**config.mk**
```make
export PLATFORM = sky130hd
export DESIGN_NAME = mod_counter_ud
export DESIGN_NICKNAME = d
export VERILOG_FILES = /design/src/rtl/mod_counter_ud_pkg.sv /design/src/rtl/mod_counter_ud_tick_prescaler.sv /design/src/rtl/mod_counter_ud.sv
export SDC_FILE = /design/constraint.sdc
export NUM_CORES = 1
export LEC_CHECK = 0
export CORE_MARGIN = 1.5
export CORE_UTILIZATION = 37
export CTS_BUF_LIST = sky130_fd_sc_hd__clkbuf_16
export CTS_CLUSTER_DIAMETER = 60
export DETAILED_ROUTE_END_ITERATION = 6
export HOLD_SLACK_MARGIN = 0.15
export PLACE_DENSITY = 0.79
export SLEW_MARGIN = 20
export SYNTH_ARGS = -nofsm -noshare
export SYNTH_HDL_FRONTEND = slang
export SYNTH_SLANG_ARGS = --single-unit
```
**constraint.sdc**
```tcl
create_clock -name CLoK -period 1.79 [get_ports CLoK]
set_input_delay 0.179 -clock CLoK [delete_from_list [all_inputs] [get_ports CLoK]]
set_output_delay 0.179 -clock CLoK [all_outputs]
set_load 0.01 [all_outputs]
```
**src/rtl/mod_counter_ud_pkg.sv**
```systemverilog
// Shared constants and helpers for the up/down modulo counter.
package mod_counter_ud_pkg;

    localparam logic DIR_UP    = 1'b0;
    localparam logic DIR_DOWN  = 1'b1;
    localparam logic MODE_WRAP = 1'b0;
    localparam logic MODE_SAT  = 1'b1;

    // Terminal value when counting up; each instance derives its own TERM_UP from this.
    function automatic int term_up(input int modulus);
        return modulus - 1;
    endfunction

endpackage

```
**src/rtl/mod_counter_ud_tick_prescaler.sv**
```systemverilog
// Divides the enable by PRESCALE: STEP fires on every PRESCALE-th enabled cycle.
module mod_counter_ud_tick_prescaler #(
    parameter int PRESCALE = 1
) (
    input  logic CLoK,
    input  logic Reset,
    input  logic CLR,
    input  logic EN,
    output logic STEP
);

    localparam int PW = (PRESCALE > 1) ? $clog2(PRESCALE) : 1;
    localparam logic [PW-1:0] LAST = PW'(PRESCALE - 1);

    logic [PW-1:0] p_reg;
    logic [PW-1:0] p_next;

    // With PRESCALE=1 the phase register is constant zero, so STEP reduces to EN.
    assign STEP = EN & (p_reg == LAST);

    always_comb begin
        p_next = p_reg;
        if (CLR) begin
            p_next = '0;
        end else if (EN) begin
            p_next = (p_reg == LAST) ? '0 : p_reg + 1'b1;
        end
    end

    always_ff @(posedge CLoK or posedge Reset) begin
        if (Reset) begin
            p_reg <= '0;
        end else begin
            p_reg <= p_next;
        end
    end

endmodule

```
**src/rtl/mod_counter_ud.sv**
```systemverilog
// Parametrised up/down modulo counter with wrap/saturate modes, load, clear,
// prescaled enable and cascade outputs.
module mod_counter_ud
    import mod_counter_ud_pkg::*;
#(
    parameter int WIDTH    = 4,
    parameter int MODULUS  = 16,
    parameter int PRESCALE = 1
) (
    input  logic             CLoK,
    input  logic             Reset,
    input  logic             CLR,
    input  logic             EN,
    input  logic             LOAD,
    input  logic [WIDTH-1:0] LOAD_VAL,
    input  logic             DIR,
    input  logic             SAT_MODE,
    output logic [WIDTH-1:0] CNTR,
    output logic             TC,
    output logic             CARRY,
    output logic             WRAP,
    output logic             SAT
);

    localparam logic [WIDTH-1:0] TERM_UP = WIDTH'(term_up(MODULUS));
    // One extra bit so MODULUS = 2**WIDTH is representable for the load clamp.
    localparam logic [WIDTH:0]   MOD_EXT = (WIDTH + 1)'(MODULUS);

    logic [WIDTH-1:0] cntr_reg;
    logic [WIDTH-1:0] cntr_next;
    logic             wrap_reg;
    logic             wrap_next;
    logic             sat_reg;
    logic             sat_next;
    logic             step;
    logic             tc;

    mod_counter_ud_tick_prescaler #(
        .PRESCALE (PRESCALE)
    ) u_prescaler (
        .CLoK  (CLoK),
        .Reset (Reset),
        .CLR   (CLR | LOAD),
        .EN    (EN),
        .STEP  (step)
    );

    always_comb begin
        tc = 1'b0;
        case (DIR)
            DIR_UP:   tc = (cntr_reg == TERM_UP);
            DIR_DOWN: tc = (cntr_reg == '0);
        endcase
    end

    assign TC    = tc;
    assign CARRY = tc & EN & step;
    assign CNTR  = cntr_reg;
    assign WRAP  = wrap_reg;
    assign SAT   = sat_reg;

    always_comb begin
        cntr_next = cntr_reg;
        wrap_next = 1'b0;
        // A held saturation survives only while still at the boundary for the current DIR and mode.
        sat_next  = sat_reg & (SAT_MODE == MODE_SAT) & tc;
        if (CLR) begin
            cntr_next = '0;
            sat_next  = 1'b0;
        end else if (LOAD) begin
            cntr_next = ({1'b0, LOAD_VAL} < MOD_EXT) ? LOAD_VAL : TERM_UP;
            sat_next  = 1'b0;
        end else if (step) begin
            if (tc) begin
                if (SAT_MODE == MODE_WRAP) begin
                    cntr_next = (DIR == DIR_UP) ? '0 : TERM_UP;
                    wrap_next = 1'b1;
                    sat_next  = 1'b0;
                end else begin
                    sat_next  = 1'b1;
                end
            end else begin
                cntr_next = (DIR == DIR_UP) ? cntr_reg + 1'b1 : cntr_reg - 1'b1;
                sat_next  = 1'b0;
            end
        end
    end

    always_ff @(posedge CLoK or posedge Reset) begin
        if (Reset) begin
            cntr_reg <= '0;
            wrap_reg <= 1'b0;
            sat_reg  <= 1'b0;
        end else begin
            cntr_reg <= cntr_next;
            wrap_reg <= wrap_next;
            sat_reg  <= sat_next;
        end
    end

endmodule

```
==> results of run 1 <==
-- placed cells by master, fill, tap and decap left out, types with 2 or more instances in the layout --
cell and n:
a21oi_4 2, a31oi_1 3, buf_4 13, buf_6 7
clkbuf_16 3, clkdlybuf4s50_1 15, dfrtp_1 4, dfrtp_2 2
inv_1 6, mux2i_1 3, nand2_1 5, nor2_1 2
o21ai_0 2
-- metal layers --
metal | share of wire | track usage | vias to the layer above
met3 | 0.043 | 0.05000 | 2
met2 | 0.54 | 0.4395 | 23
met5 | 0 | 0 | -
met4 | 0.0061 | 0.07759 | 0
met1 | 0.41 | 0.2818 | 267
li1 | - | - | 289
-- metrics by stage --
stage	utilization	instances
2_1_floorplan	-	57
6_report	0.8228	110
3_3_place_gp	0.6573	105
4_1_cts	0.7838	109
5_1_grt	0.8228	110
3_5_place_dp	0.6573	105
-- kinds of logic (layout without fill, tap and decap cells) --
| kind of cell | Yosys count | in the layout | share of synthesized area |
|---|---|---|---|
| AND/OR/NAND/NOR | 20 | 20 | 0.2236 |
| AO/OA/AOI/OAI | 16 | 16 | 0.2211 |
| buffers and inverters | 7 | 45 | 0.05159 |
| flip-flops | 6 | 6 | 0.2948 |
| multiplexers | 4 | 4 | 0.1032 |
| adder cells (fa/ha/maj) | 3 | 3 | 0.08845 |
| XOR/XNOR | 1 | 1 | 0.01720 |
-- repair_timing --
action,in CTS,in global routing
pin swaps,8,7
resized for setup,27,8
buffers inserted,2,1
hold buffers,0,0
setup endpoints to repair,5,6
-- power groups by stage --
stage	sequential, mW	combinational, mW	clock [mW]
floorplan	0.168	0.103	0
detailed placement	0.154	0.240	0
global placement	0.154	0.233	0
global route	0.155	0.343	0.371
CTS	0.152	0.295	0.364
finish	0.154	0.322	0.361
-- path summary, 6_finish.rpt --
kind | start | endpoint | slack (ns) | cells after the start
worst max-delay path | CNTR[3]$_DFFE_PP0P_ | CNTR[0]$_DFFE_PP0P_ | -0.05 | 6
worst min-delay path | Reset | CNTR[3]$_DFFE_PP0P_ | 0.17 | 2
worst max register to register | CNTR[3]$_DFFE_PP0P_ | CNTR[0]$_DFFE_PP0P_ | -0.05 | 6
worst min register to register | SAT$_DFF_PP0_ | SAT$_DFF_PP0_ | 0.58 | 2
max in group asynchronous | Reset | CNTR[1]$_DFFE_PP0P_ | 1.41 | 2
min in group CLoK | LOAD_VAL[0] | CNTR[0]$_DFFE_PP0P_ | 0.51 | 3
-- synthesized netlist by cell type (2+ instances only) --
cell type	number	area [um2]
dfrtp_1	6	150.1
inv_1	6	22.52
nand2_1	5	18.77
o21ai_0	4	20.02
a21oi_1	3	15.01
a31oi_1	3	18.77
mux2i_1	3	30.03
nor2_1	3	11.26
ha_1	2	25.02
nor3_1	2	10.01
-- registers in the layout, indices dropped and copies added (netlist names) --
| signal | count |
|---|---|
| CNTR | 4 |
| SAT | 1 |
| WRAP | 1 |
-- area by class of cell --
| cell class | instances | area (um2) |
|---|---|---|
| Sequential cell | 6 | 152.6 |
| Multi-Input combinational cell | 44 | 452.9 |
| Timing Repair Buffer | 36 | 335.3 |
| Fill cell | 85 | 227.7 |
| Tap cell | 15 | 18.77 |
| Clock buffer | 3 | 75.07 |
| Inverter | 6 | 22.52 |
==> summary.md, run 1 <==
| Metric | Value |
|---|---|
| Final setup violation count | 4 |
| Clk slew on worst S/H paths | 0.03 ns |
| All-Layer GR Usage | 0.2433 |
| Final net count | about 110 |
| Failing checks | setup timing |
| Die Height | between 40 and 50 um |
| Ant diodes | 0 |
| TritonCTS clock tree | yes |
| Vias in the first global route | approximately 550 |
| Crit-path cells | or4b_4, mux2i_4, buf_6, a21boi_4, nand2b_4, a221oi_2 |
| DRT iter0 DRCs | 7 |
| Worst Path Arrival | between 1.5 and 2 ns |
| Buffers plus inverters on the worst setup path | 1 |
| Kind of critical path | reg2reg |
| Leak pwr | 0.4608 nW |
| Root Buffer | clkbuf_16 |
| Antenna Nets Post-Route | 0 |
| Critical path's top delay family | simple AND/OR/NAND/NOR gates |
| Yosys warns | 0 |
| CP max FO | 3 |
| Net Sw Frac | 0.2718 |
| Min Tclk post-route | 1.838 ns |
| Via/cell ratio | 5.282 |
| Slew Limit Fails | 0 |
| Post-synthesis cell count | 57 |
| CP Capture Type | flop |
| Crit path largest cell delay | around 0.58 ns |
| Max Fclk | about 540 MHz |
| Synth Register Bits | 6 |
| CTS max path bufs | 2 |
| Largest net degree at the start of global routing | 9 |
| Max_slew headroom | 0.7494 |
| Final worst slack | -0.04795 ns |
| Synth unique cells | 30 |
| Reg power frac | 0.184 |
| Area grow syn2layout | 107.6% |
| Detail Placement HPWL | 1130 um |
| Pre-antenna DRT Iters | 4 |
| Hold Fails Final Rpt | 0 |
| Port Buffers | 18 |
| RSZ-0062 raised after global routing | true |
| Hold WS | roughly 0.17 ns |
| Initial antenna violation count | 0 |
| Placement Cell Area | between 800 and 900 um2 |
| CP max stage cell | or4b_4 |
| Comb pwr share | 0.384 |
| Routability cong. | about 0.82 |
| Ys flop type | dfrtp_1 |
| Gr ovfl total | 0 |
| Clk pwr share | 0.432 |
| Max-capacitance violation count | 0 |
| Crit start category | flop |
| Finished Cell Area | ~1100 um2 |
| Post-synth EDFFs | 0 |
| Initial Utilization | 0.3963 |
| DRC violations left | 0 |
| IO Pins | 19 |
| Dpl ws | -0.4467 ns |
| Worst-margin pin slew | about 0.37 ns |
| Die width | 40.10 um |
| Wire length per cell | around 15 um |
| CTS Buf Count | 3 |
| FP Rows | 13 |
| Layout cells sized above 1 | 0.4737 |
| Hold Crit Class | in2async |
| FFs w/ async S/R, synth | 1.000 |
| CTS Sinks | 6 |
| Final period util | 1.027 |
| Net Sw Power | ~0.23 mW |
| Synthesized Nets | a little over 70 |
| Setup_tns | -0.1407 ns |
| Vias | 581 |
| Peak VDD IR | about 0.76 mV |
| Worst clock skew | 0.002021 ns |
| Worst-Skew Late Latency | 0.23 ns |
| PwrDens | between 700 and 800 nW/um2 |
| Total Routed Length | roughly 1600 um |
| Die area | 1608 um2 |
| Tot Pwr | between 0.8 and 0.9 mW |
| First-pass GRT wire length | about 2500 um |
| Int Pwr | just over 0.6 mW |
| Worst Path Required | 1.92 ns |
| Sequential fraction of the synthesis area | 0.2948 |
| Cell area after synthesis | 509.2 um2 |
| Status | complete, but fails checks |
| H-tree Lvls | 1 |
| Core ar. | 1285 um2 |
| Syn_area_per_cell | a little under 9 um2 |
(Power assumes the default switching activity.)
==> run 2, diff against run 1 <==
--- a/config.mk
+++ b/config.mk
@@ -5,13 +5,14 @@
 export SDC_FILE = /design/constraint.sdc
 export NUM_CORES = 1
 export LEC_CHECK = 0
+export ABC_AREA = 1
 export CORE_MARGIN = 1.5
 export CORE_UTILIZATION = 37
 export CTS_BUF_LIST = sky130_fd_sc_hd__clkbuf_16
 export CTS_CLUSTER_DIAMETER = 60
 export DETAILED_ROUTE_END_ITERATION = 6
 export HOLD_SLACK_MARGIN = 0.15
-export PLACE_DENSITY = 0.79
+export PLACE_DENSITY = 0.8
 export SLEW_MARGIN = 20
 export SYNTH_ARGS = -nofsm -noshare
 export SYNTH_HDL_FRONTEND = slang
==> summary.md, run 2 <==
| Metric | Value |
|---|---|
| Count leader, synth | nand2_1 |
| CTS Sinks | 6 (unchanged) |
| Core ar. | 1285 um2 (unchanged) |
| Grt peak-use layer | met2 (unchanged) |
| Wire length per cell | 10.79 um (was 14.91 um) |
| Sequential fraction of the synthesis area | 0.3008 (was 0.2948) |
| DP Cell Count | 113 (was 105) |
| Pre-antenna DRT Iters | 1 (was 4) |
| PwrDens | 880.3 nW/um2 (was 792.0 nW/um2) |
| H-tree Lvls | 1 (unchanged) |
| Routability cong. | 0.8078 (was 0.8218) |
| Die width | 39.73 um (was 40.10 um) |
| Detail Placement HPWL | 938.8 um (was 1130 um) |
| IO Pins | 19 (unchanged) |
| All-Layer GR Usage | 0.2175 (was 0.2433) |
| Synth area leaders | dfrtp_1 (30%), nand2_1 (16%), nor2_1 (9.0%) (was dfrtp_1 (29%), mux2i_1 (5.9%), ha_1 (4.9%)) |
| Layout cells sized above 1 | 0.2115 (was 0.4737) |
| FFs w/ async S/R, synth | 1.000 (unchanged) |
| Top-area cell type share of the netlist area | 0.3008 (was 0.2948) |
| Via/cell ratio | 4.697 (was 5.282) |
| Layout filler cell count | 126 (was 85) |
| Port Buffers | 18 (unchanged) |
| FP Rows | 13 (unchanged) |
| Final net count | 120 (was 111) |
| Peak VDD IR | 0.8340 mV (was 0.7607 mV) |
| Yosys warns | 0 (unchanged) |
| FF-to-FF path depth | 6 (unchanged) |
| Slew Limit Fails | 0 (unchanged) |
| Clk slew on worst S/H paths | 0.03 ns (about the same) |
| Root Buffer | clkbuf_16 (unchanged) |
| Worst Path Arrival | 1.53 ns (was 1.97 ns) |
| GRT met1 Usage | 0.2207 (was 0.2818) |
| Area grow syn2layout | 66.92% (was 107.6%) |
| Largest net degree at the start of global routing | 9 (unchanged) |
| DRT iter0 DRCs | 0 (was 7) |
| Max Fclk | 585.5 MHz (was 544.1 MHz) |
| GR Util met3 | 0.05114 (was 0.05000) |
| Vias | 559 (was 581) |
| Fin util | 0.6485 (was 0.8228) |
| R2r setup slk | 0.21 ns (was -0.05 ns) |
| Hold Fails Final Rpt | 0 (unchanged) |
| Cell area after synthesis | 499.2 um2 (was 509.2 um2) |
| Final period util | 0.9542 (was 1.027) |
| Post-synth top cells | nand2_1 (21), nor2_1 (12), inv_1 (11), nand3_1 (7), dfrtp_1 (6) (was dfrtp_1 (6), inv_1 (6), nand2_1 (5), o21ai_0 (4)) |
| Synth unique cells | 16 (was 30) |
| Die area | 1578 um2 (was 1608 um2) |
| Gr ovfl total | 0 (unchanged) |
| Total Routed Length | 1284 um (was 1640 um) |
| Most common cell after layout, fill and taps aside | nand2_1 (was clkdlybuf4s50_1) |
| Final setup violation count | 0 (was 4) |
| Footprint of the multi-input gates | 304.0 um2 (was 452.9 um2) |
| Tot Pwr | 0.7336 mW (was 0.8374 mW) |
| Ys flop type | dfrtp_1 (unchanged) |
| Initial antenna violation count | 0 (unchanged) |
| Min Tclk post-route | 1.708 ns (was 1.838 ns) |
| CTS Buf Count | 3 (unchanged) |
| Post-synthesis cell count | 76 (was 57) |
| Die Height | 39.73 um (was 40.10 um) |
| Post-synth EDFFs | 0 (unchanged) |
| Worst Path Required | 1.61 ns (was 1.92 ns) |
| Initial Utilization | 0.3885 (was 0.3963) |
| Dpl ws | -0.03251 ns (was -0.4467 ns) |
| Final worst slack | 0.08201 ns (was -0.04795 ns) |
| CP Capture Type | output pin (was flop) |
| TritonCTS clock tree | yes (unchanged) |
| Kind of critical path | reg2out (was reg2reg) |
| DRC violations left | 0 (unchanged) |
| Syn_area_per_cell | 6.569 um2 (was 8.934 um2) |
| Max-capacitance violation count | 0 (unchanged) |
| RSZ-0062 raised after global routing | false (was true) |
| Vias in the first global route | 528 (was 547) |
| Ant diodes | 0 (unchanged) |
| Non-filler instance count after layout | 119 (was 110) |
| Commonest cells after routing, fill and taps aside | nand2_1 (21), clkdlybuf4s50_1 (16), nor2_1 (11), inv_1 (11), buf_4 (7) (was clkdlybuf4s50_1 (15), buf_4 (13), buf_6 (7)) |
| Seq. cell area | 152.6 um2 (unchanged) |
| Synth area leader | dfrtp_1 (unchanged) |
| Worst clock skew | 0.002740 ns (was 0.002021 ns) |
| CP max FO | 5 (was 3) |
| CTS max path bufs | 2 (unchanged) |
| Status | finished, final reports clean (was complete, but fails checks) |
| Leak pwr | 0.4569 nW (was 0.4608 nW) |
| Met2 usage | 0.4057 (was 0.4395) |
| Max FFs per register | 4 (unchanged) |
| Worst-Skew Late Latency | 0.23 ns (about the same) |
| Crit start category | flop (unchanged) |
| First-pass GRT wire length | 2166 um (was 2470 um) |
| Synth Register Bits | 6 (unchanged) |
| Worst-margin pin slew | 0.2227 ns (was 0.3747 ns) |
| Max_slew headroom | 0.8514 (was 0.7494) |
| Antenna Nets Post-Route | 0 (unchanged) |
| Hold Crit Class | in2async (unchanged) |
| Synthesized Nets | 90 (was 71) |
run 2: cell types whose count changed after synthesis, moves of 3 or more:
cell     change
nand2_1     +16
nor2_1       +9
nand3_1      +6
inv_1        +5
a31oi_1      -3
inv_2        +3
mux2i_1      -3
nand2_4      +3
run 2: logic make-up (layout without fill, tap and decap cells):
logic type | Yosys count | in the layout | synth area share
AO/OA/AOI/OAI | 6 | 6 | 0.06013
XOR/XNOR | 1 | 1 | 0.01755
adder cells (fa/ha/maj) | 3 | 3 | 0.09022
buffers and inverters | 14 | 42 | 0.1053
flip-flops | 6 | 6 | 0.3007
AND/OR/NAND/NOR | 46 | 46 | 0.4261
run 2: stage by stage:
step / TNS, ns / cell area (um2) / hold slack (ns)
finish: 0 / 833.3 / 0.1626
global route: 0 / 833.3 / 0.2090
CTS: 0 / 833.3 / 0.1646
detailed placement: -0.07292 / 728.2 / 0.4069
global placement: -0.008145 / 728.2 / 0.4033
floorplan: 0 / 499.2 / -0.03004
run 2: final cells by class:
type | instances | area share
Multi-Input combinational cell | 56 | 0.3649
Inverter | 14 | 0.06306
Timing Repair Buffer | 25 | 0.2763
Sequential cell | 6 | 0.1832
Clock buffer | 3 | 0.09009
Tap cell | 15 | 0.02252
run 2: worst paths after layout:
path                                          start                   to
max in group asynchronous                     Reset  CNTR[1]$_DFFE_PP0P_
worst min-delay path                          Reset  CNTR[3]$_DFFE_PP0P_
worst max register to register  CNTR[0]$_DFFE_PP0P_  CNTR[2]$_DFFE_PP0P_
worst min register to register  CNTR[1]$_DFFE_PP0P_  CNTR[1]$_DFFE_PP0P_
min in group CLoK                          SAT_MODE       WRAP$_DFF_PP0_
worst max-delay path            CNTR[2]$_DFFE_PP0P_                   TC
run 2: critical path, stage by stage (launching register included):
cell and delay, ns:
dfrtp_1 0.41, nand2_1 0.07, nor2_1 0.12, nand2_2 0.09, nand2_4 0.08, clkdlybuf4s50_1 0.53
run 2: power by group:
part / internal (mW) / switching (mW) / leakage, nW
Sequential: 0.150 / 0.0161 / 0.0762
Clock: 0.286 / 0.0697 / 0.0370
Combinational: 0.110 / 0.102 / 0.344
Total: 0.546 / 0.188 / 0.457
run 2: routing by layer:
layer  routed length, um  vias up
met3                  66        4
met4                  25        0
li1                    -      287
met2                 708       16
met5                   0        -
met1                 484      252
run 2: timing repair:
action | in CTS | in global routing
hold buffers | 0 | 0
setup endpoints to repair | 2 | 0
resized for setup | 6 | 0
buffers inserted | 3 | 0
